$ cat config.mk
export PLATFORM = sky130hd
export DESIGN_NAME = if_stage
export DESIGN_NICKNAME = d
export VERILOG_FILES = /design/src/rtl/if_stage.sv
export SDC_FILE = /design/constraint.sdc
export NUM_CORES = 1
export LEC_CHECK = 0
export CORE_AREA = 2 2 151 153
export DETAILED_ROUTE_END_ITERATION = 7
export DIE_AREA = 0 0 153 155
export MAX_ROUTING_LAYER = met4
export PLACE_DENSITY = 0.75
export SETUP_SLACK_MARGIN = 0.02
export SYNTH_ARGS = -nofsm -noshare
export SYNTH_HDL_FRONTEND = slang
export SYNTH_SLANG_ARGS = --single-unit
$ cat constraint.sdc
create_clock -name clk -period 2.9 [get_ports clk]
set_input_delay 0.435 -clock clk [delete_from_list [all_inputs] [get_ports clk]]
set_output_delay 0.435 -clock clk [all_outputs]
set_load 0.05 [all_outputs]
$ cat src/rtl/if_stage.sv
`default_nettype none
// ============================================================================
// Module  : if_stage
// Purpose : Instruction-fetch stage of the 5-stage MIPS pipeline. Owns the
//           fetch PC and runs a req/ack handshake to a variable-latency
//           instruction memory. Holds at most one returned instruction that
//           decode could not yet accept. Drives the IF/ID pipeline register
//           and obeys stall (if_en/id_en), flush (id_rst) and PC redirects.
// Ports   :
//   clk, rst            clock, synchronous active-high reset
//   if_rst              IF-stage reset from the controller (same effect as rst)
//   if_en, id_en        IF-stage enable / IF-ID register enable (0 = stall)
//   id_rst              IF/ID flush, loads a bubble
//   redirect_valid/pc   one-cycle PC redirect request and word-aligned target
//   imem_req/addr       instruction memory request and registered address
//   imem_ack/rdata      memory response strobe and instruction word
//   inst_id/pc_id       IF/ID instruction word and its address
//   valid_id            IF/ID holds a real instruction
//   fetch_bubble        ID takes a bubble this cycle because nothing was ready
//   bubble_cnt          saturating count of fetch_bubble cycles
// Revision: 1.0 - initial release
// ============================================================================
module if_stage #(
  parameter logic [31:0] RESET_PC = 32'h0000_0000,
  parameter logic [31:0] NOP_INST = 32'h0000_0000
) (
  input  logic        clk,
  input  logic        rst,
  input  logic        if_rst,
  input  logic        if_en,
  input  logic        id_en,
  input  logic        id_rst,
  input  logic        redirect_valid,
  input  logic [31:0] redirect_pc,
  output logic        imem_req,
  output logic [31:0] imem_addr,
  input  logic        imem_ack,
  input  logic [31:0] imem_rdata,
  output logic [31:0] inst_id,
  output logic [31:0] pc_id,
  output logic        valid_id,
  output logic        fetch_bubble,
  output logic [15:0] bubble_cnt
);

  // FETCH: a request is open at imem_addr.
  // KILL : the open request is wrong-path; its response is dropped.
  // FULL : no request open; one instruction waits in the buffer.
  typedef enum logic [1:0] {
    S_FETCH = 2'd0,
    S_KILL  = 2'd1,
    S_FULL  = 2'd2
  } state_e;

  state_e      state_q, state_d;
  logic [31:0] pc_f_q, pc_f_d;
  logic [31:0] addr_q, addr_d;
  logic [31:0] buf_inst_q, buf_inst_d;
  logic [31:0] buf_pc_q, buf_pc_d;
  logic [31:0] inst_id_q, inst_id_d;
  logic [31:0] pc_id_q, pc_id_d;
  logic        valid_id_q, valid_id_d;
  logic [15:0] bubble_cnt_q, bubble_cnt_d;

  logic        reset;
  logic        consume;
  logic        avail;
  logic [31:0] avail_inst;
  logic [31:0] avail_pc;
  logic [31:0] pc_plus4;
  logic        starved;

  assign reset    = rst | if_rst;
  assign consume  = if_en & id_en & ~id_rst;
  assign pc_plus4 = pc_f_q + 32'd4;

  // Fetch FSM next state. The buffer is occupied exactly when in FULL, so
  // leaving FULL is what empties it. redirect_valid is a one-cycle pulse and
  // is honoured ahead of consume in every state so it is never lost.
  always_comb begin
    state_d    = state_q;
    pc_f_d     = pc_f_q;
    addr_d     = addr_q;
    buf_inst_d = buf_inst_q;
    buf_pc_d   = buf_pc_q;
    avail      = 1'b0;
    avail_inst = buf_inst_q;
    avail_pc   = buf_pc_q;

    case (state_q)
      S_FETCH: begin
        if (imem_ack) begin
          if (redirect_valid) begin
            pc_f_d = redirect_pc;
            addr_d = redirect_pc;
          end else begin
            avail      = 1'b1;
            avail_inst = imem_rdata;
            avail_pc   = addr_q;
            pc_f_d     = pc_plus4;
            if (consume) begin
              // Launch the next request immediately: zero-bubble streaming.
              addr_d = pc_plus4;
            end else begin
              buf_inst_d = imem_rdata;
              buf_pc_d   = addr_q;
              state_d    = S_FULL;
            end
          end
        end else if (redirect_valid) begin
          // The open request must complete before a new address may be
          // presented, so imem_addr is left alone here.
          pc_f_d  = redirect_pc;
          state_d = S_KILL;
        end
      end

      S_KILL: begin
        if (redirect_valid) begin
          pc_f_d = redirect_pc;
        end
        if (imem_ack) begin
          addr_d  = redirect_valid ? redirect_pc : pc_f_q;
          state_d = S_FETCH;
        end
      end

      S_FULL: begin
        if (redirect_valid) begin
          pc_f_d  = redirect_pc;
          addr_d  = redirect_pc;
          state_d = S_FETCH;
        end else begin
          avail = 1'b1;
          if (consume) begin
            addr_d  = pc_f_q;
            state_d = S_FETCH;
          end
        end
      end

      default: begin
        state_d = S_FETCH;
      end
    endcase
  end

  // IF/ID register next state. Every bubble leaves pc_id untouched; only a
  // bubble caused by an empty fetch path (not a stall or flush) is starved.
  always_comb begin
    inst_id_d  = inst_id_q;
    pc_id_d    = pc_id_q;
    valid_id_d = valid_id_q;
    starved    = 1'b0;

    if (id_rst) begin
      inst_id_d  = NOP_INST;
      valid_id_d = 1'b0;
    end else if (id_en) begin
      if (!if_en) begin
        inst_id_d  = NOP_INST;
        valid_id_d = 1'b0;
      end else if (avail) begin
        inst_id_d  = avail_inst;
        pc_id_d    = avail_pc;
        valid_id_d = 1'b1;
      end else begin
        inst_id_d  = NOP_INST;
        valid_id_d = 1'b0;
        starved    = 1'b1;
      end
    end
  end

  assign fetch_bubble = starved & ~reset;

  always_comb begin
    bubble_cnt_d = bubble_cnt_q;
    if (fetch_bubble && (bubble_cnt_q != 16'hFFFF)) begin
      bubble_cnt_d = bubble_cnt_q + 16'd1;
    end
  end

  always_ff @(posedge clk) begin
    if (reset) begin
      state_q      <= S_FETCH;
      pc_f_q       <= RESET_PC;
      addr_q       <= RESET_PC;
      buf_inst_q   <= 32'h0000_0000;
      buf_pc_q     <= 32'h0000_0000;
      inst_id_q    <= NOP_INST;
      pc_id_q      <= 32'h0000_0000;
      valid_id_q   <= 1'b0;
      bubble_cnt_q <= 16'h0000;
    end else begin
      state_q      <= state_d;
      pc_f_q       <= pc_f_d;
      addr_q       <= addr_d;
      buf_inst_q   <= buf_inst_d;
      buf_pc_q     <= buf_pc_d;
      inst_id_q    <= inst_id_d;
      pc_id_q      <= pc_id_d;
      valid_id_q   <= valid_id_d;
      bubble_cnt_q <= bubble_cnt_d;
    end
  end

  assign imem_req   = ((state_q == S_FETCH) || (state_q == S_KILL)) && !reset;
  assign imem_addr  = addr_q;
  assign inst_id    = inst_id_q;
  assign pc_id      = pc_id_q;
  assign valid_id   = valid_id_q;
  assign bubble_cnt = bubble_cnt_q;

endmodule
`default_nettype wire

# After elaboration in Yosys (flattened, before gate mapping)

Cells that the tools add are included.

Add/subtract/negate cells: 2
Equality and inequality tests: 10
Mux-type cells: 36
Bitwise gates (word level): 8
Reduce and logical (&&, ||, !) cells: 13

Operators by type and width:

| operator                                             | count |
|---|---|
| two-way mux 32 bit                                   | 17 |
| one-hot mux 32 bit (3 select lines)                  | 1 |
| one-hot mux 32 bit (2 select lines)                  | 1 |
| adder 32 x 3 -> 32 bit (second input constant)       | 1 |
| adder 16 x 1 -> 16 bit (second input constant)       | 1 |
| inequality test 16 bit (second input constant)       | 1 |
| inequality test 3 bit (second input constant)        | 5 |
| two-way mux 2 bit                                    | 7 |
| AND reduction 5 bit                                  | 2 |
| two-way mux 1 bit                                    | 8 |
| AND reduction 4 bit                                  | 2 |
| one-hot mux 2 bit (3 select lines)                   | 1 |
| inequality test 2 bit (second input constant)        | 2 |
| NOT 1 bit                                            | 4 |
| OR reduction 2 bit                                   | 2 |
| bitwise AND 1 bit                                    | 3 |
| nonzero test 3 bit                                   | 1 |
| equality test 2 x 1 -> 1 bit (second input constant) | 1 |
| equality test 2 bit (second input constant)          | 1 |
| logical AND 1 bit                                    | 2 |
| logical NOT 2 bit                                    | 1 |
| one-hot mux 1 bit (2 select lines)                   | 1 |
| nonzero test 2 bit                                   | 1 |
| logical NOT 1 bit                                    | 1 |
| other kinds (2)                                      | 2 |

Register bits after elaboration: 211
Input port bits: 72
Logic and storage cells: 78

# Logic depth before layout (Yosys ltp)

Gate-level depths: netlist of the first run.

Depth after elaboration: 9
Depth in mapped cells: 10

# Worst setup path after synthesis of the first run

Ideal clock, no wire load.

Path kind: reg-to-reg
Start: register state_q[0]
End: register pc_f_q[28]
Arrival: 2.326 ns
Required time: 2.821 ns
Setup slack: 0.495 ns
Stages on the path, launching flop included: 8
Path buffers: 0
Period minus slack after synthesis: 2.405 ns
Path through: dfxtp_1 > inv_1 > ha_1 > or3b_2 > nor2_1 > nand2_1 > or4_1 > o211ai_1

Word-level cells in the longest chain between the ends: 3

RTL lines:

| element                                                                          | line | source |
|---|---|---|
| start: declaration                                                               | 55   | `state_e state_q, state_d;` |
| start signal: assignment                                                         | 196  | `state_q <= state_d;` |
| equality test 2 x 1 -> 1 bit / equality test 2 bit (equally long branches)       | 90   | `case (state_q)` |
| OR reduction 2 bit (no source line)                                              | n/a  |  |
| one-hot mux 32 bit (2 select lines) / nonzero test 2 bit (equally long branches) | n/a  |  |
| end signal: assignment                                                           | 197  | `pc_f_q <= pc_f_d;` |
| end: declaration                                                                 | 56   | `logic [31:0] pc_f_q, pc_f_d;` |

Parallel ways exist; a longest one is shown, timed or not.
A chain may end at the register's enable or synchronous reset.

# Worst setup path after layout of the first run

Start: register state_q[0]
End: output fetch_bubble

Word-level cells in the longest chain between the ends: 7

RTL lines:

| element                                                         | line | source |
|---|---|---|
| equality test 2 bit / logical NOT 2 bit (equally long branches) | 90   |  |
| one-hot mux 1 bit (2 select lines) *                            | 90   |  |
| two-way mux 1 bit *                                             | 163  | `end else if (avail) begin` |
| two-way mux 1 bit *                                             | 160  | `if (!if_en) begin` |
| two-way mux 1 bit *                                             | 159  | `end else if (id_en) begin` |
| two-way mux 1 bit *                                             | 156  | `if (id_rst) begin` |
| bitwise AND 1 bit *                                             | 175  | `assign fetch_bubble = starved & ~reset;` |
| end: declaration                                                | 42   | `output logic fetch_bubble,` |

Mark *: on every way between the ends. The rest lies on a longest branch, timed or not.

==> summary.md, run 1 <==
| Metric | Value |
|---|---|
| Startpoint types | `register` |
| RR Endpoint | `pc_f_q[26]` |
| CP Max Fanout | `11` |
| HPWL Detailed | `21,500 um` |
| Post-CTS Resized | `0` |
| Yosys warnings | `0` |
| Hold Path Stages | `2` |
| Area Overhead vs Synth | `30.2%` |
| Maximum VDD drop | `0.335 mV` |
| Leak | `4.65 nW` |
| Vias in the first global route | `9,207` |
| Pwr dens | `505 mW/mm2` |
| Primary FF master, synth | `dfxtp_1` |
| Largest net degree at the start of global routing | `65` |
| Hold Startpoint | `buf_inst_q[8]` |
| Status | `finished clean` |
| Die width | `153 um` |
| Top cells by area, synth | `dfxtp_1, mux2i_1, nand2_1` |
| Core Area | `0.0222 mm2` |
| WP data arrival | `2.22 ns` |
| IO Pins | `187` |
| Avg WL per Cell | `18.2 um` |
| Reg-to-Reg Start | `pc_f_q[3]` |
| GPL Wtd Cong | `0.950` |
| Worst slew pin tran | `0.674 ns` |
| # setup viols final | `0` |
| Initial antenna violation count | `0` |
| Post-CTS Setup Bufs | `0` |
| Final core occ | `0.587` |
| Synth unique cells | `61` |
| Finished Layout Cells | `1,698` |
| Max-Cap Viols | `0` |
| Register area share after synthesis | `0.421` |
| Clock Latency Late Sink | `0.51 ns` |
| DRT Wirelength | `30,900 um` |
| Placed Cells incl. Taps | `1,655` |
| Final Hold Viols | `0` |
| Setup_tns | `0 ns` |
| DRC | `0` |
| Worst r2r path cells | `8` |
| Mapped Area | `0.0100 mm2` |
| # fillers | `1,958` |
| CTS root buffer | `clkbuf_16` |
| Layout Nets | `1,475` |
| Top cell type's share of synthesized area | `0.421` |
| N_diodes | `0` |
| Unrepaired setup endpoints after global routing | `no` |
| Buffers on Ports | `186` |
| Placement Rows | `55` |
| H-tree depth | `1` |
| Grt ovf | `0` |
| Via count | `9,857` |
| Fin crit period | `2.65 ns` |
| Hold Path Sink | `buf_inst_q[8]` |
| Clock buffer depth | `3` |
| Post-CTS Hold Buffers | `0` |
| DR vias/cell | `5.81` |
| Post-synth EDFFs | `0` |
| Clock transition at path regs | `0.06 ns` |
| Synth area leader | `dfxtp_1` |
| Die Y | `155 um` |
| Syn Area/Cell | `8.11 um2` |
| Worst path required time | `2.47 ns` |
| Global-route wire length before repair | `49,200 um` |
| #FFs+latches synth | `211` |
| Final count of pins violating max slew | `0` |
| CTS tree | `done` |
| Drt first pass iters | `5` |
| Count leader, synth | `dfxtp_1` |
| Cells after Synth | `1,236` |
| GRT Util Overall | `0.258` |
| ANT nets after route | `0` |
| Cts bufs inserted | `24` |
| Maximum clock frequency | `0.377 GHz` |
| Clock skew | `0.0102 ns` |
| Slew HR | `0.549` |
| Hold Path Class | `register to register` |
| Clk sinks | `211` |
| Register-to-register setup slack | `0.37 ns` |
| Initial core utilization | `0.451` |
| Number of DRC markers in iteration 0 | `1,005` |
| Post-synth top cells | `dfxtp_1, nand2_1, nor2_1` |
| Setup CP Type | `register to primary output` |
| Layout cells sized above 1 | `0.0771` |
| CP Capture Type | `primary output` |
| Die area | `0.0237 mm2` |
| Syn_nets | `1,315` |
| Asr flop ratio synth | `0` |
| Final period util | `0.915` |
state kept, by name (all words and copies together), names as in the netlist:
| signal | count |
|---|---|
| bubble_cnt | 16 |
| buf_inst_q | 32 |
| buf_pc_q | 32 |
| imem_addr | 32 |
| inst_id | 32 |
| pc_f_q | 32 |
| pc_id | 32 |
| state_q | 2 |
| valid_id | 1 |
worst max path at each step:
stage | startpoint | endpoint | depth (start not counted)
floorplan | state_q[0] | pc_f_q[28] | 7
global placement | id_rst | bubble_cnt[7] | 7
detailed placement | id_rst | bubble_cnt[9] | 7
CTS | state_q[1] | fetch_bubble | 7
global route | state_q[0] | fetch_bubble | 7
finish | state_q[0] | fetch_bubble | 7
power by group:
group / switching, mW / internal (mW)
clock: 1.21 / 1.66
sequential: 0.0627 / 2.95
combinational: 0.434 / 0.286
total: 1.70 / 4.89
worst max-delay path, stage by stage, from the launching register on:
cell and delay (ns):
dfxtp_1 0.35, inv_1 0.10, ha_1 0.38, a21oi_1 0.14
o2111ai_1 0.28, buf_4 0.23, inv_1 0.08, buf_12 0.15
cells by family after synthesis:
family                   count (synthesis)  synth area share
AND/OR/NAND/NOR                        478             0.226
AO/OA/AOI/OAI                          297             0.191
flip-flops                             211             0.421
buffers and inverters                  142            0.0559
multiplexers                            71            0.0709
XOR/XNOR                                30            0.0262
adder cells (fa/ha/maj)                  7           0.00874
routing by layer:
| layer | GRT usage | up-vias | share of wire |
|---|---|---|---|
| li1 | - | 4753 | - |
| met1 | 0.343 | 4610 | 0.44 |
| met2 | 0.404 | 419 | 0.46 |
| met5 | - | - | 0 |
| met4 | 0.0926 | 0 | 0.034 |
| met3 | 0.0354 | 75 | 0.072 |
metrics by stage:
step	area (um2)	total power [mW]	setup slack (ns)	hold slack (ns)
5_1_grt	13100	6.83	0.119	0.467
6_report	13100	6.60	0.247	0.452
2_1_floorplan	10000	3.47	0.495	0.436
3_5_place_dp	12300	3.78	0.332	0.446
3_3_place_gp	12300	3.77	0.374	0.441
4_1_cts	13100	6.64	0.240	0.454
cell type report:
| cell class | count | area [um2] | area share |
|---|---|---|---|
| Clock buffer | 37 | 701 | 0.0537 |
| Timing Repair Buffer | 235 | 2290 | 0.176 |
| Clock inverter | 6 | 38.8 | 0.00297 |
| Multi-Input combinational cell | 883 | 5280 | 0.405 |
| Inverter | 41 | 154 | 0.0118 |
| Sequential cell | 211 | 4220 | 0.324 |
| Tap cell | 285 | 357 | 0.0273 |
cells in the final DEF, fill, tap and decap left out, drive strengths merged, types with 3 or more instances in the layout:
cell | Yosys | layout
dfxtp | 211 | 211
clkdlybuf4s50 | 0 | 183
nand2 | 175 | 175
nor2 | 100 | 100
a21oi | 93 | 93
mux2i | 71 | 71
nand3 | 54 | 54
buf | 29 | 52
o22ai | 41 | 41
inv | 41 | 41
a211oi | 41 | 41
clkbuf | 72 | 37
and2 | 34 | 34
o21ai | 30 | 30
nor3 | 24 | 24
a31oi | 23 | 23
nand4 | 22 | 22
nor4 | 19 | 19
xor2 | 16 | 16
xnor2 | 14 | 14
o211ai | 12 | 12
and3 | 11 | 11
or4 | 10 | 10
a22oi | 9 | 9
or3 | 8 | 8
ha | 7 | 7
a32oi | 6 | 6
nand2b | 5 | 5
and4 | 5 | 5
o31a | 5 | 5
o31ai | 4 | 4
o221a | 4 | 4
a31o | 4 | 4
clkinv | 0 | 4
nor2b | 3 | 3
a41o | 3 | 3
o41ai | 3 | 3
Power figures use the tool's default switching activity.
==> run 2, diff against run 1 <==
--- a/config.mk
+++ b/config.mk
@@ -9,7 +9,7 @@
 export DETAILED_ROUTE_END_ITERATION = 7
 export DIE_AREA = 0 0 153 155
 export MAX_ROUTING_LAYER = met4
-export PLACE_DENSITY = 0.75
+export PLACE_DENSITY = 0.69
 export SETUP_SLACK_MARGIN = 0.02
 export SYNTH_ARGS = -nofsm -noshare
 export SYNTH_HDL_FRONTEND = slang
==> run 2 against run 1 <==
Flip-flop and latch count stayed put. Global-route usage is 0.072 points higher. Critical path depth stayed put. Sequential power hardly changed. First-iteration DRC count is 13% lower. Die area stayed put. Largest cell class unchanged.
==> summary.md, run 2 (synthesis gave the netlist of run 1 again) <==
| Metric | Value |
|---|---|
| Most frequent cells in the layout | `dfxtp_1, clkdlybuf4s50_1, nand2_1, nor2_1, a21oi_1 (unchanged)` |
| Worst path required time | `3.35 ns (was 2.47 ns)` |
| Setup_tns | `0 ns (unchanged)` |
| Startpoint types | `register (unchanged)` |
| Die area | `0.0237 mm2 (unchanged)` |
| Hold Path Sink | `imem_addr[26] (was buf_inst_q[8])` |
| Clock buffer depth | `3 (unchanged)` |
| RR Endpoint | `pc_f_q[26] (unchanged)` |
| Layout Nets | `1,475 (unchanged)` |
| GRT Util Overall | `0.258 (about the same)` |
| Top Usage Layer GRT | `met2 (unchanged)` |
| H-tree depth | `1 (unchanged)` |
| Cts bufs inserted | `23 (was 24)` |
| Finished Cell Area | `0.0131 mm2 (about the same)` |
| Pwr dens | `516 mW/mm2 (was 505 mW/mm2)` |
| DRT Wirelength | `31,000 um (was 30,900 um)` |
| GPL Wtd Cong | `0.938 (was 0.950)` |
| Final Hold Viols | `0 (unchanged)` |
| Largest net degree at the start of global routing | `66 (was 65)` |
| HPWL Detailed | `21,300 um (was 21,500 um)` |
| Commonest non-fill, non-tap cell in the layout | `dfxtp_1 (unchanged)` |
| Via count | `9,722 (was 9,857)` |
| CP Max Fanout | `7 (was 11)` |
| N_diodes | `0 (unchanged)` |
| Clock transition at path regs | `0.07 ns (was 0.06 ns)` |
| Drt first pass iters | `5 (unchanged)` |
| Placed Cells incl. Taps | `1,656 (was 1,655)` |
| Maximum VDD drop | `0.307 mV (was 0.335 mV)` |
| CTS root buffer | `clkbuf_16 (unchanged)` |
| Die Y | `155 um (unchanged)` |
| Clock skew | `0.0160 ns (was 0.0102 ns)` |
| Worst path cell trace | `ha_1 -> nand4_1 -> buf_4 -> nor4_1 -> nand2_1 -> or4_1 -> a31oi_1 (was inv_1 -> ha_1 -> a21oi_1 -> o2111ai_1 -> buf_4 -> inv_1 -> buf_12)` |
| Initial core utilization | `0.451 (unchanged)` |
| Post-CTS Resized | `0 (unchanged)` |
| Delay of the slowest cell on the worst path | `0.49 ns (was 0.38 ns)` |
| Final count of pins violating max slew | `0 (unchanged)` |
| Buffers on Ports | `186 (unchanged)` |
| DRC | `0 (unchanged)` |
| GRT met2 Usage | `0.411 (was 0.404)` |
| Hold Startpoint | `redirect_valid (was buf_inst_q[8])` |
| Fin crit period | `2.69 ns (was 2.65 ns)` |
| Leak | `4.69 nW (was 4.65 nW)` |
| Area Overhead vs Synth | `31.1% (was 30.2%)` |
| CP Capture Type | `register (was primary output)` |
| Post-CTS Hold Buffers | `0 (unchanged)` |
| CTS tree | `done (unchanged)` |
| Number of DRC markers in iteration 0 | `876 (was 1,005)` |
| Hold Path Class | `primary input to register (was register to register)` |
| Grt met3 use | `0.0267 (was 0.0354)` |
| Cell Area, Placed | `0.0124 mm2 (was 0.0123 mm2)` |
| DR vias/cell | `5.73 (was 5.81)` |
| Initial antenna violation count | `0 (unchanged)` |
| Placement Rows | `55 (unchanged)` |
| Avg WL per Cell | `18.3 um (was 18.2 um)` |
| Setup CP Type | `register to register (was register to primary output)` |
| Clk sinks | `211 (unchanged)` |
| Worst Setup SP | `pc_f_q[3] (was state_q[0])` |
| Core Area | `0.0222 mm2 (unchanged)` |
| Worst slew pin tran | `0.637 ns (was 0.674 ns)` |
| IO Pins | `187 (unchanged)` |
| WP data arrival | `3.14 ns (was 2.22 ns)` |
| Global-route wire length before repair | `49,000 um (was 49,200 um)` |
| Post-CTS Setup Bufs | `0 (unchanged)` |
| Layout cells sized above 1 | `0.0807 (was 0.0771)` |
| Maximum clock frequency | `0.372 GHz (was 0.377 GHz)` |
| Vias in the first global route | `8,965 (was 9,207)` |
| M1 GR Usage | `0.352 (was 0.343)` |
| Worst r2r path cells | `7 (was 8)` |
| Max-Cap Viols | `0 (unchanged)` |
| Final period util | `0.926 (was 0.915)` |
| Status | `finished clean (unchanged)` |
| Finished Layout Cells | `1,697 (was 1,698)` |
| Hold Path Stages | `3 (was 2)` |
| Clock Latency Late Sink | `0.52 ns (was 0.51 ns)` |
| Reg-to-Reg Start | `pc_f_q[3] (unchanged)` |
| Slew HR | `0.574 (was 0.549)` |
| # setup viols final | `0 (unchanged)` |
| ANT nets after route | `0 (unchanged)` |
| Slowest cell on the critical path | `or4_1 (was ha_1)` |
| Register-to-register setup slack | `0.21 ns (was 0.37 ns)` |
| Die width | `153 um (unchanged)` |
| Unrepaired setup endpoints after global routing | `no (unchanged)` |
| Grt ovf | `0 (unchanged)` |
run 2: cell types whose count changed in the layout (fill, tap and decap cells not counted), sizes merged:
cell,change
buf,+1
clkinvlp,-1
bufinv,+3
clkbuf,-7
clkinv,+2
inv,+1
run 2: metal layers:
metal	wire [um]	up-vias	share of wire
li1	-	4746	-
met1	13900	4572	0.45
met2	14300	351	0.46
met3	2070	53	0.067
met4	737	0	0.024
met5	0	-	0
run 2: how the worst max path moves through the flow:
| stage | end | depth (start not counted) |
|---|---|---|
| 3_5_place_dp | pc_f_q[26] | 7 |
| 6_report | pc_f_q[26] | 7 |
| 3_3_place_gp | pc_f_q[26] | 7 |
| 4_1_cts | fetch_bubble | 7 |
| 5_1_grt | fetch_bubble | 7 |
| 2_1_floorplan | pc_f_q[28] | 7 |
run 2: critical path, delay by kind of cell, from the launching register on:
kind | cells | cell delay, ns
buffers and inverters | 1 | 0.22
AND/OR/NAND/NOR | 4 | 1.42
AO/OA/AOI/OAI | 1 | 0.17
adder cells (fa/ha/maj) | 1 | 0.35
flip-flops | 1 | 0.45
run 2: layout make-up:
type | instances | area (um2)
Timing Repair Buffer | 236 | 2340
Clock buffer | 30 | 642
Clock inverter | 11 | 140
Multi-Input combinational cell | 883 | 5280
Fill cell | 2032 | 9090
Inverter | 41 | 154
Sequential cell | 211 | 4220
Tap cell | 285 | 357
run 2: stage by stage:
stage	hold WS, ns	utilization	total power, mW	setup WS, ns
3_3_place_gp	0.441	0.556	3.78	0.357
4_1_cts	0.331	0.591	6.82	0.262
5_1_grt	0.368	0.591	7.00	0.134
6_report	0.343	0.591	6.78	0.213
3_5_place_dp	0.446	0.556	3.79	0.310
2_1_floorplan	0.436	-	3.47	0.495
run 2: power breakdown:
| group | switching (mW) | total, mW | internal (mW) |
|---|---|---|---|
| Sequential | 0.0611 | 3.01 | 2.95 |
| Combinational | 0.434 | 0.724 | 0.290 |
| Clock | 1.22 | 3.05 | 1.83 |
| Total | 1.72 | 6.78 | 5.06 |
==> run 3, diff against run 2 <==
--- a/config.mk
+++ b/config.mk
@@ -5,12 +5,13 @@
 export SDC_FILE = /design/constraint.sdc
 export NUM_CORES = 1
 export LEC_CHECK = 0
+export CAP_MARGIN = 20
 export CORE_AREA = 2 2 151 153
 export DETAILED_ROUTE_END_ITERATION = 7
 export DIE_AREA = 0 0 153 155
+export GPL_TIMING_DRIVEN = 0
 export MAX_ROUTING_LAYER = met4
 export PLACE_DENSITY = 0.69
-export SETUP_SLACK_MARGIN = 0.02
 export SYNTH_ARGS = -nofsm -noshare
 export SYNTH_HDL_FRONTEND = slang
 export SYNTH_SLANG_ARGS = --single-unit
==> run 3 against run 2 <==
Count of clock-buffer cells in the layout up 1. Sequential power about the same. Sequential share of layout area shrank 0.10 points. Clock skew down 0.0050 ns. Routed wire length grew 15%. Register-to-register slack got worse by 0.13 ns. Highest routed layer unchanged.
==> summary.md, run 3 (synthesis gave the netlist of run 1 again) <==
| Metric | Value |
|---|---|
| HPWL Detailed | `25,800 um (was 21,300 um)` |
| Buffers on Ports | `184 (was 186)` |
| Drt first pass iters | `6 (was 5)` |
| Clock buffer depth | `3 (unchanged)` |
| Initial antenna violation count | `0 (unchanged)` |
| Pwr dens | `533 mW/mm2 (was 516 mW/mm2)` |
| N_diodes | `0 (unchanged)` |
| Grt ovf | `0 (unchanged)` |
| Die area | `0.0237 mm2 (unchanged)` |
| Worst path required time | `3.34 ns (was 3.35 ns)` |
| Area Overhead vs Synth | `31.5% (was 31.1%)` |
| DRT Wirelength | `35,600 um (was 31,000 um)` |
| Final period util | `0.971 (was 0.926)` |
| Most frequent cells in the layout | `dfxtp_1, clkdlybuf4s50_1, nand2_1, nor2_1, a21oi_1 (unchanged)` |
| CTS root buffer | `clkbuf_16 (unchanged)` |
| Number of DRC markers in iteration 0 | `917 (was 876)` |
| Core Area | `0.0222 mm2 (unchanged)` |
| Via count | `10,200 (was 9,722)` |
| ANT nets after route | `0 (unchanged)` |
| Wire length on met1 | `15,800 um (was 13,900 um)` |
| # setup viols final | `0 (unchanged)` |
| Maximum VDD drop | `0.344 mV (was 0.307 mV)` |
| Cell Area, Placed | `0.0122 mm2 (was 0.0124 mm2)` |
| Final count of pins violating max slew | `0 (unchanged)` |
| WP data arrival | `3.26 ns (was 3.14 ns)` |
| Slew HR | `0.303 (was 0.574)` |
| # fillers | `2,046 (was 2,032)` |
| Initial core utilization | `0.451 (unchanged)` |
| Post-CTS Hold Buffers | `0 (unchanged)` |
| Layout Nets | `1,526 (was 1,475)` |
| GRT Util Overall | `0.295 (was 0.258)` |
| Met3 routed WL | `2760 um (was 2070 um)` |
| CTS tree | `done (unchanged)` |
| Final setup margin | `0.0829 ns (was 0.213 ns)` |
| GPL Wtd Cong | `0.983 (was 0.938)` |
| Largest net degree at the start of global routing | `14 (was 66)` |
| Layout cells sized above 1 | `0.0662 (was 0.0807)` |
| Clock transition at path regs | `0.06 ns (was 0.07 ns)` |
| Finished Cell Area | `0.0132 mm2 (was 0.0131 mm2)` |
| Vias in the first global route | `9,401 (was 8,965)` |
| Met2 wire len | `15,600 um (was 14,300 um)` |
| Setup_tns | `0 ns (unchanged)` |
| IO Pins | `187 (unchanged)` |
| Final Hold Viols | `0 (unchanged)` |
| H-tree depth | `1 (unchanged)` |
| CP Max Fanout | `8 (was 7)` |
| Unrepaired setup endpoints after global routing | `yes (was no)` |
| Hold Path Class | `primary input to register (unchanged)` |
| Clock skew | `0.0110 ns (was 0.0160 ns)` |
| Global-route wire length before repair | `53,900 um (was 49,000 um)` |
| Max layer used | `met4 (unchanged)` |
| Cts bufs inserted | `24 (was 23)` |
| Clock Latency Late Sink | `0.52 ns (about the same)` |
| Fin crit period | `2.82 ns (was 2.69 ns)` |
| Setup CP Type | `register to register (unchanged)` |
| Avg WL per Cell | `20.3 um (was 18.3 um)` |
| Maximum clock frequency | `0.355 GHz (was 0.372 GHz)` |
| Commonest non-fill, non-tap cell in the layout | `dfxtp_1 (unchanged)` |
| DR vias/cell | `5.85 (was 5.73)` |
| Clk sinks | `211 (unchanged)` |
| Die Y | `155 um (unchanged)` |
| Place WS | `-0.905 ns (was 0.310 ns)` |
| Max-Cap Viols | `0 (unchanged)` |
| DRC | `0 (unchanged)` |
| Status | `finished clean (unchanged)` |
| Die width | `153 um (unchanged)` |
| CP Capture Type | `register (unchanged)` |
| Worst slew pin tran | `1.04 ns (was 0.637 ns)` |
| Placement Rows | `55 (unchanged)` |
| Startpoint types | `register (unchanged)` |
| Leak | `4.65 nW (was 4.69 nW)` |
## run 3: cell types whose count changed in the layout (fill, tap and decap cells not counted), sizes merged
| cell | change |
|---|---|
| inv | -1 |
| clkinv | +1 |
| clkbuf | +75 |
| buf | -23 |
| clkinvlp | +1 |
| bufinv | +1 |
| clkdlybuf4s50 | -1 |
## run 3: path summary, 6_finish.rpt
kind | start | end | slack, ns | cells past startpoint
max | state_q[0] | pc_f_q[28] | 0.08 | 7
min | imem_ack | state_q[0] | 0.43 | 4
max reg2reg | state_q[0] | pc_f_q[28] | 0.08 | 7
min reg2reg | buf_pc_q[3] | buf_pc_q[3] | 0.45 | 2
## run 3: area by class of cell
| class | count | area, um2 | share of cell area |
|---|---|---|---|
| repair buffers | 185 | 1850 | 0.140 |
| clock inverters | 13 | 178 | 0.0135 |
| flip-flops and latches | 211 | 4220 | 0.320 |
| inverters | 41 | 154 | 0.0117 |
| plain buffers | 101 | 427 | 0.0324 |
| multi-input cells | 883 | 5320 | 0.404 |
| well taps | 285 | 357 | 0.0271 |
| clock buffers | 31 | 678 | 0.0514 |
## run 3: power breakdown
part,leakage [nW],internal [mW],switching [mW]
clock,0.418,2.01,1.26
combinational,2.53,0.272,0.495
sequential,1.71,2.95,0.0489
total,4.65,5.23,1.80
## run 3: metrics by stage
stage	instances	total power, mW	hold WS (ns)	util
2_1_floorplan	1236	3.47	0.436	-
3_3_place_gp	1705	3.80	0.441	0.550
3_5_place_dp	1705	3.80	0.446	0.550
4_1_cts	1749	7.05	0.406	0.590
5_1_grt	1750	7.24	0.439	0.593
6_report	1750	7.03	0.431	0.593
## run 3: worst max-delay path, stage by stage, from the launching register on
cell,delay (ns)
dfxtp_1,0.42
inv_1,0.09
ha_1,0.38
or3b_2,0.57
nor2_2,0.38
nand2_2,0.25
or4_1,0.55
o211ai_1,0.10
## run 3: timing repair
action,CTS,global route
setup buffers,0,0
gates resized for setup,21,25
endpoints found under the setup margin,42,38
## run 3: per-layer routing
layer | track usage | vias up
met5 | - | -
met4 | 0.116 | 0
met3 | 0.0507 | 95
met2 | 0.445 | 444
met1 | 0.396 | 4849
li1 | - | 4848
